===== config.mk =====
export PLATFORM = sky130hd
export DESIGN_NAME = regfile_write_arbiter_flat
export DESIGN_NICKNAME = d
export VERILOG_FILES = /design/src/rtl/regfile_write_arbiter_if.sv /design/src/rtl/regfile_write_arbiter.sv /design/src/flat_wrapper.sv
export SDC_FILE = /design/constraint.sdc
export NUM_CORES = 1
export LEC_CHECK = 0
export BUFFER_PORTS_ARGS = -buffer_cell sky130_fd_sc_hd__buf_2
export CAP_MARGIN = 20
export CORE_ASPECT_RATIO = 0.75
export CORE_MARGIN = 1.5
export CORE_UTILIZATION = 50
export DETAILED_ROUTE_END_ITERATION = 7
export PLACE_DENSITY = 0.74
export SYNTH_ARGS = -nofsm -noshare
export SYNTH_HDL_FRONTEND = slang
export SYNTH_SLANG_ARGS = --single-unit

===== constraint.sdc =====
create_clock -name clock -period 2.4 [get_ports clock]
set_clock_uncertainty 0.05 [all_clocks]
set_input_delay 0.12 -clock clock [delete_from_list [all_inputs] [get_ports clock]]
set_output_delay 0.12 -clock clock [all_outputs]
set_load 0.05 [all_outputs]

===== src/rtl/regfile_write_arbiter_if.sv =====
// Bundle of signals between the register-file write arbiter and its neighbours:
// pipeline writeback, long-latency unit, hazard query and the register-file write port.
interface regfile_write_arbiter_if;
  logic        pipe_valid;
  logic [4:0]  pipe_address;
  logic [31:0] pipe_data;
  logic        pipe_stall;

  logic        unit_valid;
  logic        unit_ready;
  logic [4:0]  unit_address;
  logic [31:0] unit_data;

  logic [4:0]  query_address;
  logic        query_pending;

  logic        write_enable;
  logic [4:0]  write_address;
  logic [31:0] write_data;

  logic        protocol_error;

  // Handshake: a long-latency result transfers on a posedge where
  // unit_valid && unit_ready; unit_ready depends only on registered fill level.
  modport master (
    output pipe_valid, pipe_address, pipe_data,
    output unit_valid, unit_address, unit_data,
    output query_address,
    input  pipe_stall, unit_ready, query_pending,
    input  write_enable, write_address, write_data, protocol_error
  );

  modport slave (
    input  pipe_valid, pipe_address, pipe_data,
    input  unit_valid, unit_address, unit_data,
    input  query_address,
    output pipe_stall, unit_ready, query_pending,
    output write_enable, write_address, write_data, protocol_error
  );
endinterface


===== src/rtl/regfile_write_arbiter.sv =====
// Shares one register-file write port between pipeline writeback and a buffered
// long-latency unit; a starvation counter forces a drain slot.
module regfile_write_arbiter #(
  parameter int DEPTH        = 4,
  parameter int STARVE_LIMIT = 8
) (
  input logic                   clock,
  input logic                   reset,
  regfile_write_arbiter_if.slave bus
);
  localparam int PW = $clog2(DEPTH);
  localparam int CW = PW + 1;
  localparam int SW = $clog2(STARVE_LIMIT + 1);

  logic [4:0]    addr_q  [DEPTH];
  logic [4:0]    addr_d  [DEPTH];
  logic [31:0]   data_q  [DEPTH];
  logic [31:0]   data_d  [DEPTH];
  logic [DEPTH-1:0] valid_q, valid_d;
  logic [PW-1:0] rd_ptr_q, rd_ptr_d;
  logic [PW-1:0] wr_ptr_q, wr_ptr_d;
  logic [CW-1:0] count_q, count_d;
  logic [SW-1:0] starve_q, starve_d;
  logic [SW-1:0] starve_inc;
  logic          pipe_stall_q, pipe_stall_d;
  logic          we_q, we_d;
  logic [4:0]    wa_q, wa_d;
  logic [31:0]   wd_q, wd_d;
  logic          perr_q, perr_d;

  logic empty, unit_ready, push, pipe_sel, pop, pending;

  always_comb begin
    empty      = (count_q == '0);
    unit_ready = (count_q != CW'(DEPTH));
    // Address-0 results are accepted on the handshake but never stored.
    push       = bus.unit_valid && unit_ready && (bus.unit_address != 5'd0);
    pipe_sel   = bus.pipe_valid && (bus.pipe_address != 5'd0);
    // During a stall slot the pipeline should be silent, so the head drains;
    // if it misbehaves it still wins and the error flag records it.
    pop        = !pipe_sel && !empty;

    addr_d   = addr_q;
    data_d   = data_q;
    valid_d  = valid_q;
    rd_ptr_d = rd_ptr_q;
    wr_ptr_d = wr_ptr_q;
    we_d     = 1'b0;
    wa_d     = wa_q;
    wd_d     = wd_q;

    if (pipe_sel) begin
      we_d = 1'b1;
      wa_d = bus.pipe_address;
      wd_d = bus.pipe_data;
    end else if (pop) begin
      we_d = 1'b1;
      wa_d = addr_q[rd_ptr_q];
      wd_d = data_q[rd_ptr_q];
    end

    if (pop) begin
      valid_d[rd_ptr_q] = 1'b0;
      rd_ptr_d          = rd_ptr_q + PW'(1);
    end
    if (push) begin
      addr_d[wr_ptr_q]  = bus.unit_address;
      data_d[wr_ptr_q]  = bus.unit_data;
      valid_d[wr_ptr_q] = 1'b1;
      wr_ptr_d          = wr_ptr_q + PW'(1);
    end
    count_d = count_q + CW'(push) - CW'(pop);

    starve_inc   = starve_q + SW'(1);
    pipe_stall_d = 1'b0;
    starve_d     = '0;
    if (!empty && !pop) begin
      if (starve_inc == SW'(STARVE_LIMIT)) pipe_stall_d = 1'b1;
      else                                  starve_d     = starve_inc;
    end

    perr_d = perr_q || (bus.pipe_valid && pipe_stall_q);

    pending = 1'b0;
    if (bus.query_address != 5'd0) begin
      for (int i = 0; i < DEPTH; i++) begin
        if (valid_q[i] && (addr_q[i] == bus.query_address)) pending = 1'b1;
      end
      if (we_q && (wa_q == bus.query_address)) pending = 1'b1;
    end
  end

  always_ff @(posedge clock) begin
    if (reset) begin
      for (int i = 0; i < DEPTH; i++) begin
        addr_q[i] <= '0;
        data_q[i] <= '0;
      end
      valid_q      <= '0;
      rd_ptr_q     <= '0;
      wr_ptr_q     <= '0;
      count_q      <= '0;
      starve_q     <= '0;
      pipe_stall_q <= 1'b0;
      we_q         <= 1'b0;
      wa_q         <= '0;
      wd_q         <= '0;
      perr_q       <= 1'b0;
    end else begin
      addr_q       <= addr_d;
      data_q       <= data_d;
      valid_q      <= valid_d;
      rd_ptr_q     <= rd_ptr_d;
      wr_ptr_q     <= wr_ptr_d;
      count_q      <= count_d;
      starve_q     <= starve_d;
      pipe_stall_q <= pipe_stall_d;
      we_q         <= we_d;
      wa_q         <= wa_d;
      wd_q         <= wd_d;
      perr_q       <= perr_d;
    end
  end

  assign bus.unit_ready     = unit_ready;
  assign bus.pipe_stall     = pipe_stall_q;
  assign bus.query_pending  = pending;
  assign bus.write_enable   = we_q;
  assign bus.write_address  = wa_q;
  assign bus.write_data     = wd_q;
  assign bus.protocol_error = perr_q;
endmodule


===== src/flat_wrapper.sv =====
// flat-port wrapper written by rule: the top's interface ports become plain ports
module regfile_write_arbiter_flat 
#(
  parameter int DEPTH        = 4,
  parameter int STARVE_LIMIT = 8
)
  (clock, reset, bus_pipe_valid, bus_pipe_address, bus_pipe_data, bus_unit_valid, bus_unit_address, bus_unit_data, bus_query_address, bus_pipe_stall, bus_unit_ready, bus_query_pending, bus_write_enable, bus_write_address, bus_write_data, bus_protocol_error);
  regfile_write_arbiter_if bus_i ();
  input logic clock;
  input logic reset;
  input wire logic [$bits(bus_i.pipe_valid)-1:0] bus_pipe_valid;
  input wire logic [$bits(bus_i.pipe_address)-1:0] bus_pipe_address;
  input wire logic [$bits(bus_i.pipe_data)-1:0] bus_pipe_data;
  input wire logic [$bits(bus_i.unit_valid)-1:0] bus_unit_valid;
  input wire logic [$bits(bus_i.unit_address)-1:0] bus_unit_address;
  input wire logic [$bits(bus_i.unit_data)-1:0] bus_unit_data;
  input wire logic [$bits(bus_i.query_address)-1:0] bus_query_address;
  output wire logic [$bits(bus_i.pipe_stall)-1:0] bus_pipe_stall;
  output wire logic [$bits(bus_i.unit_ready)-1:0] bus_unit_ready;
  output wire logic [$bits(bus_i.query_pending)-1:0] bus_query_pending;
  output wire logic [$bits(bus_i.write_enable)-1:0] bus_write_enable;
  output wire logic [$bits(bus_i.write_address)-1:0] bus_write_address;
  output wire logic [$bits(bus_i.write_data)-1:0] bus_write_data;
  output wire logic [$bits(bus_i.protocol_error)-1:0] bus_protocol_error;
  assign bus_i.pipe_valid = bus_pipe_valid;
  assign bus_i.pipe_address = bus_pipe_address;
  assign bus_i.pipe_data = bus_pipe_data;
  assign bus_i.unit_valid = bus_unit_valid;
  assign bus_i.unit_address = bus_unit_address;
  assign bus_i.unit_data = bus_unit_data;
  assign bus_i.query_address = bus_query_address;
  assign bus_pipe_stall = bus_i.pipe_stall;
  assign bus_unit_ready = bus_i.unit_ready;
  assign bus_query_pending = bus_i.query_pending;
  assign bus_write_enable = bus_i.write_enable;
  assign bus_write_address = bus_i.write_address;
  assign bus_write_data = bus_i.write_data;
  assign bus_protocol_error = bus_i.protocol_error;
  regfile_write_arbiter #(.DEPTH(DEPTH), .STARVE_LIMIT(STARVE_LIMIT)) u_core (.clock(clock), .reset(reset), .bus(bus_i));
endmodule

== Word-level counts from Yosys, hierarchy flattened ==
Cells that the tools add are included.

* Flip-flop bits (word level): 203
* Latch bits: 0
* ROM bits: 0
* Output and inout bits: 42
* Memories: 0
* Bits in writable memories: 0
* Word-level logic and storage cells: 99

* Bitwise operators: 6
* Eq/ne operators: 7
* Multiply operators: 0
* Div/mod/pow operators: 0
* Shifts and indexed selects: 0
* Multiplexer cells: 31
* $add $sub $neg: 5
* Reductions and logical operators: 25
* Order comparisons: 7

{| class="wikitable"
|+ Operator list
! operator !! number
|-
| 32-bit two-way mux || 5
|-
| 128-bit bitwise mux || 1
|-
| 32-bit binary-select mux with 2-bit select || 1
|-
| 32-bit demux with 2-bit select || 1
|-
| 5-bit equality test || 5
|-
| 5-bit two-way mux || 5
|-
| 20-bit bitwise mux || 1
|-
| 5-bit nonzero test || 3
|-
| 1-bit logical AND || 14
|-
| 1-bit two-way mux || 11
|-
| 5-bit binary-select mux with 2-bit select || 1
|-
| 5-bit demux with 2-bit select || 1
|-
| 4-bit two-way mux || 2
|-
| 3-bit greater-or-equal comparator (second input constant) || 2
|-
| 2-bit by 3-bit less-than comparator with 1-bit output (second input constant) || 2
|-
| 2-bit inverter with 3-bit output || 2
|-
| 2-bit by 1-bit adder with 2-bit output (second input constant) || 2
|-
| 4-bit by 1-bit adder with 4-bit output (second input constant) || 1
|-
| 4-bit bitwise AND || 1
|-
| 1-bit demux with 2-bit select || 2
|-
| 4-bit equality test (second input constant) || 1
|-
| 2-bit by 1-bit greater-or-equal comparator with 1-bit output (second input constant) || 2
|-
| 4-bit inverter || 1
|-
| 4-bit bitwise OR || 1
|-
| other kinds (11) || 13
|}

== Depth between registers and ports, before layout ==
* Depth in word-level cells: 9
* Depth in mapped cells: 11
* Mapped depth without buffers: 10

== Worst setup path after synthesis ==
No wires, ideal clock.

* Path type: input to register
* Start point: input bus_pipe_address[1]
* End point: register u_core.count_q[2]
* Library setup time: 128 ps
* Arrival: 2245 ps
* Required time: 2222 ps
* Slack: -22 ps
* Stages on the path: 11
* Cell sequence: or4_1 > o21ai_2 > buf_2 > nand2_1 > mux2i_1 > ha_1 > inv_1 > fa_1 > xor2_1 > xnor2_1 > nor2_1

* Word-level cells in the longest chain between the ends: 5

{| class="wikitable"
|+ RTL lines
! item !! line !! RTL
|-
| start, declared || flat_wrapper.sv:12 || <nowiki>input wire logic [$bits(bus_i.pipe_address)-1:0] bus_pipe_address;</nowiki>
|-
| 5-bit nonzero test || regfile_write_arbiter.sv:38 || <nowiki>pipe_sel = bus.pipe_valid && (bus.pipe_address != 5'd0);</nowiki>
|-
| 1-bit logical AND || regfile_write_arbiter.sv:38 ||
|-
| 1-bit zero test || regfile_write_arbiter.sv:41 || <nowiki>pop = !pipe_sel && !empty;</nowiki>
|-
| 1-bit logical AND || regfile_write_arbiter.sv:41 ||
|-
| 3-bit by 1-bit subtractor with 3-bit output || regfile_write_arbiter.sv:72 || <nowiki>count_d = count_q + CW'(push) - CW'(pop);</nowiki>
|-
| end signal, assigned || regfile_write_arbiter.sv:115 || <nowiki>count_q <= count_d;</nowiki>
|-
| end, declared || regfile_write_arbiter.sv:22 || <nowiki>logic [CW-1:0] count_q, count_d;</nowiki>
|}

Every way passes these cells.
A chain may end at the register's enable or synchronous reset.

== Worst setup path after layout ==
* Start point: input bus_pipe_address[3]
* End point: register u_core.count_q[2]

The elaborated chain is that of the path after synthesis.

==> flow_summary.yaml <==
run_status:
  outcome: "finished, violations left"
  violations: "negative setup slack"
power:
  peakVddDrop_uv: 594
  p_leak_nw: 4.14
  power.density_nw_per_um2: 906
logic_synthesis:
  syn_area_um2: 8790
  synth_warnings: 0
  synthTopCellsByArea: "dfxtp_1, nand2_1, mux4_2"
  synth_nets: 1127
  ys_seq_area_frac: 0.462
  yosys.area.top_type: "dfxtp_1"
  synth_top_cell_area_share: 0.462
  synth_cell_types: 33
  synth-seq-cells: 203
  syn_inst: 1033
  synth.avg_cell_area_um2: 8.51
cts:
  cts_tree: "yes"
  cts_buffer_depth: 3
  worstSkewPairLatency_ns: 0.50
  clock_sinks: 203
  clockRootBuffer: "clkbuf_16"
  htree_levels: 1
  clkSlewWorstSetupHoldPaths_ns: 0.06
  numCtsBuffers: 21
sta:
  hold_viol: 0
  period_needed_ns: 2.43
  slew_headroom: 0.517
  setup_violations: 3
  max_freq_mhz: 412
  setup_slack_ns: -0.0301
  post-route-period-util: 1.01
  slew_violations: 0
  rsz0062_at_grt: "true"
  tightest_slew_ns: 0.725
  setup_tns_ns: -0.0442
run:
  cap_viol_max_count: 0
critical_path:
  required_ns: 2.70
  critical_path_buf_inv_count: 3
  regToRegSetupSlack_ns: 0.08
  worstPathMaxFanout: 4
  cp.arrival_ns: 2.73
  cp_cell_sequence: "dlygate4sd3_1, buf_2, or4_4, o21ai_4, nand2_1, mux2i_1, ha_1, inv_1, fa_2, xor2_2, xnor2_1, nor2_1"
  end_kind: "flip-flop"
  critical_path.slowest_cell: "dlygate4sd3_1"
  slowest_delay_ns: 0.56
  criticalPathCategory: "in -> reg"
  cp-start-kind: "input pin"
  path_delay_family: "buffers and inverters"
place:
  globalplace.congestion: 0.807
  dpl.cell_count: 1338
  io_buffers: 124
  hpwl_um: 14300
die:
  core_area_um2: 17000
  die_w_um: 156
  rows: 41
  die-area_um2: 18400
  start_util: 0.516
  num_io_pins: 125
  die_h_um: 118
grt:
  antenna_found_initial: 0
  grt_use_total: 0.258
  grt_max_degree: 93
  grt_pass1_vias: 7758
  grt_pass1_wl_um: 38700
  gr-total-overflow: 0
cells_and_area:
  diodes: 0
  area_delta_synth_final_pct: 25.1
  fin_nets: 1298
  layoutNonFillerInstCount: 1455
  drive_above_1_share: 0.194
route:
  drt_iter0_markers: 662
  wl_um: 23700
  viasPerCell: 5.38
  ant_nets: 0
  drc: 0
  wire_per_inst_um: 16.3
  dr.pass1.iters: 5
  vias: 7835
worst_hold_path:
  min_path_type: "in -> reg"
## through the flow
step	worst slack, ns	instance area [um^2]	utilization	power, mW	hold slack, ns
2_1_floorplan	0.00577	8800	-	5.98	0.206
3_3_place_gp	0.0610	9540	0.560	6.71	0.337
3_5_place_dp	0.0185	9540	0.560	6.77	0.346
4_1_cts	0.0266	11000	0.644	9.96	0.0699
5_1_grt	-0.107	11000	0.646	10.4	0.0983
6_report	-0.0301	11000	0.646	9.96	0.0741
## worst reg2reg max path, delay by kind of cell (launching register included)
kind	cells	cell delay (ns)
buffers and inverters	2	0.90
and+or+nand+nor	4	0.66
DFF	1	0.40
AOI/OAI and AO/OA	1	0.19
## cells in the mapped netlist
library cell	n
a21oi_1	156
a21oi_2	2
a22oi_1	2
a311oi_1	35
and2_1	2
and2_4	2
and3_1	1
buf_1	3
buf_2	13
buf_6	19
clkbuf_1	46
dfxtp_1	203
fa_1	1
ha_1	10
inv_1	6
mux2i_1	1
mux4_2	37
nand2_1	377
nand2_2	4
nand3_1	11
nor2_1	51
nor2b_1	2
nor3_1	2
nor3b_1	1
nor4_1	5
o211a_1	1
o21ai_2	1
o22a_1	1
or3_1	3
or3b_2	1
or4_1	3
xnor2_1	10
xor2_1	21
## metal layers
metal | global-route usage | vias up | share of wire
li1 | - | 3823 | -
met1 | 0.355 | 3713 | 0.45
met2 | 0.427 | 257 | 0.47
met3 | 0.0383 | 42 | 0.057
met4 | 0.0589 | 0 | 0.018
met5 | 0 | - | 0
## cell type report
type | instances | area (um^2)
Tap cell | 236 | 295
Clock buffer | 34 | 634
Fill cell | 1427 | 6030
Multi-Input combinational cell | 743 | 4270
Sequential cell | 203 | 4070
Clock inverter | 4 | 27.5
Inverter | 6 | 22.5
Timing Repair Buffer | 229 | 1680
## cells by family after synthesis
group	count (synthesis)	synth area share
flops	203	0.462
simple gates	465	0.209
buf+inv	87	0.0552
compound gates	198	0.131
mux	38	0.0959
xor+xnor	31	0.0309
fa+ha+maj	11	0.0165
## worst paths after layout
| kind | start | endpoint | depth (start not counted) |
|---|---|---|---|
| max reg2reg | u_core.count_q[1]$_SDFF_PP0_ | u_core.bus.write_address[3]$_SDFFE_PP0P_ | 7 |
| min reg2reg | u_core.data_q[54]$_SDFFE_PP0P_ | u_core.data_q[54]$_SDFFE_PP0P_ | 2 |
| min | reset | u_core.data_q[76]$_SDFFE_PP0P_ | 2 |
| max | bus_pipe_address[3] | u_core.count_q[2]$_SDFF_PP0_ | 12 |
## cell usage in the layout, fill, tap and decap left out, types with 2 or more instances in the layout
cell type / instances
a21oi_1: 156
a21oi_2: 2
a22oi_1: 2
a311oi_1: 35
and2_1: 2
and2_4: 2
buf_12: 6
buf_2: 123
buf_4: 22
clkbuf_1: 7
clkbuf_16: 21
clkbuf_8: 6
clkinv_2: 2
dfxtp_1: 201
dfxtp_2: 2
dlygate4sd3_1: 77
ha_1: 10
inv_1: 6
mux4_2: 37
nand2_1: 377
nand2_2: 4
nand3_1: 11
nor2_1: 51
nor2b_1: 2
nor4_1: 5
or3_1: 3
or4_1: 2
xnor2_1: 10
xor2_1: 20
## what timing repair did
item                                    4_1_cts  5_1_grt
hold buffers                                 77        0
gates resized for setup                       0        3
setup buffers                                 0        2
endpoints found under the setup margin        0        3
endpoints found under the hold margin       186        0
## flip-flops by register name (all words and copies together), names as in the netlist, 2 cells and up
signal,flops
u_core.addr_q,20
u_core.bus.write_address,5
u_core.bus.write_data,32
u_core.count_q,3
u_core.data_q,128
u_core.rd_ptr_q,2
u_core.starve_q,4
u_core.valid_q,4
u_core.wr_ptr_q,2
## power breakdown
part / switching [mW] / total [mW] / internal (mW)
clock: 1.31 / 3.12 / 1.81
combinational: 1.78 / 2.87 / 1.09
sequential: 0.263 / 3.97 / 3.71
No activity file was read; power rests on OpenSTA's default activity.
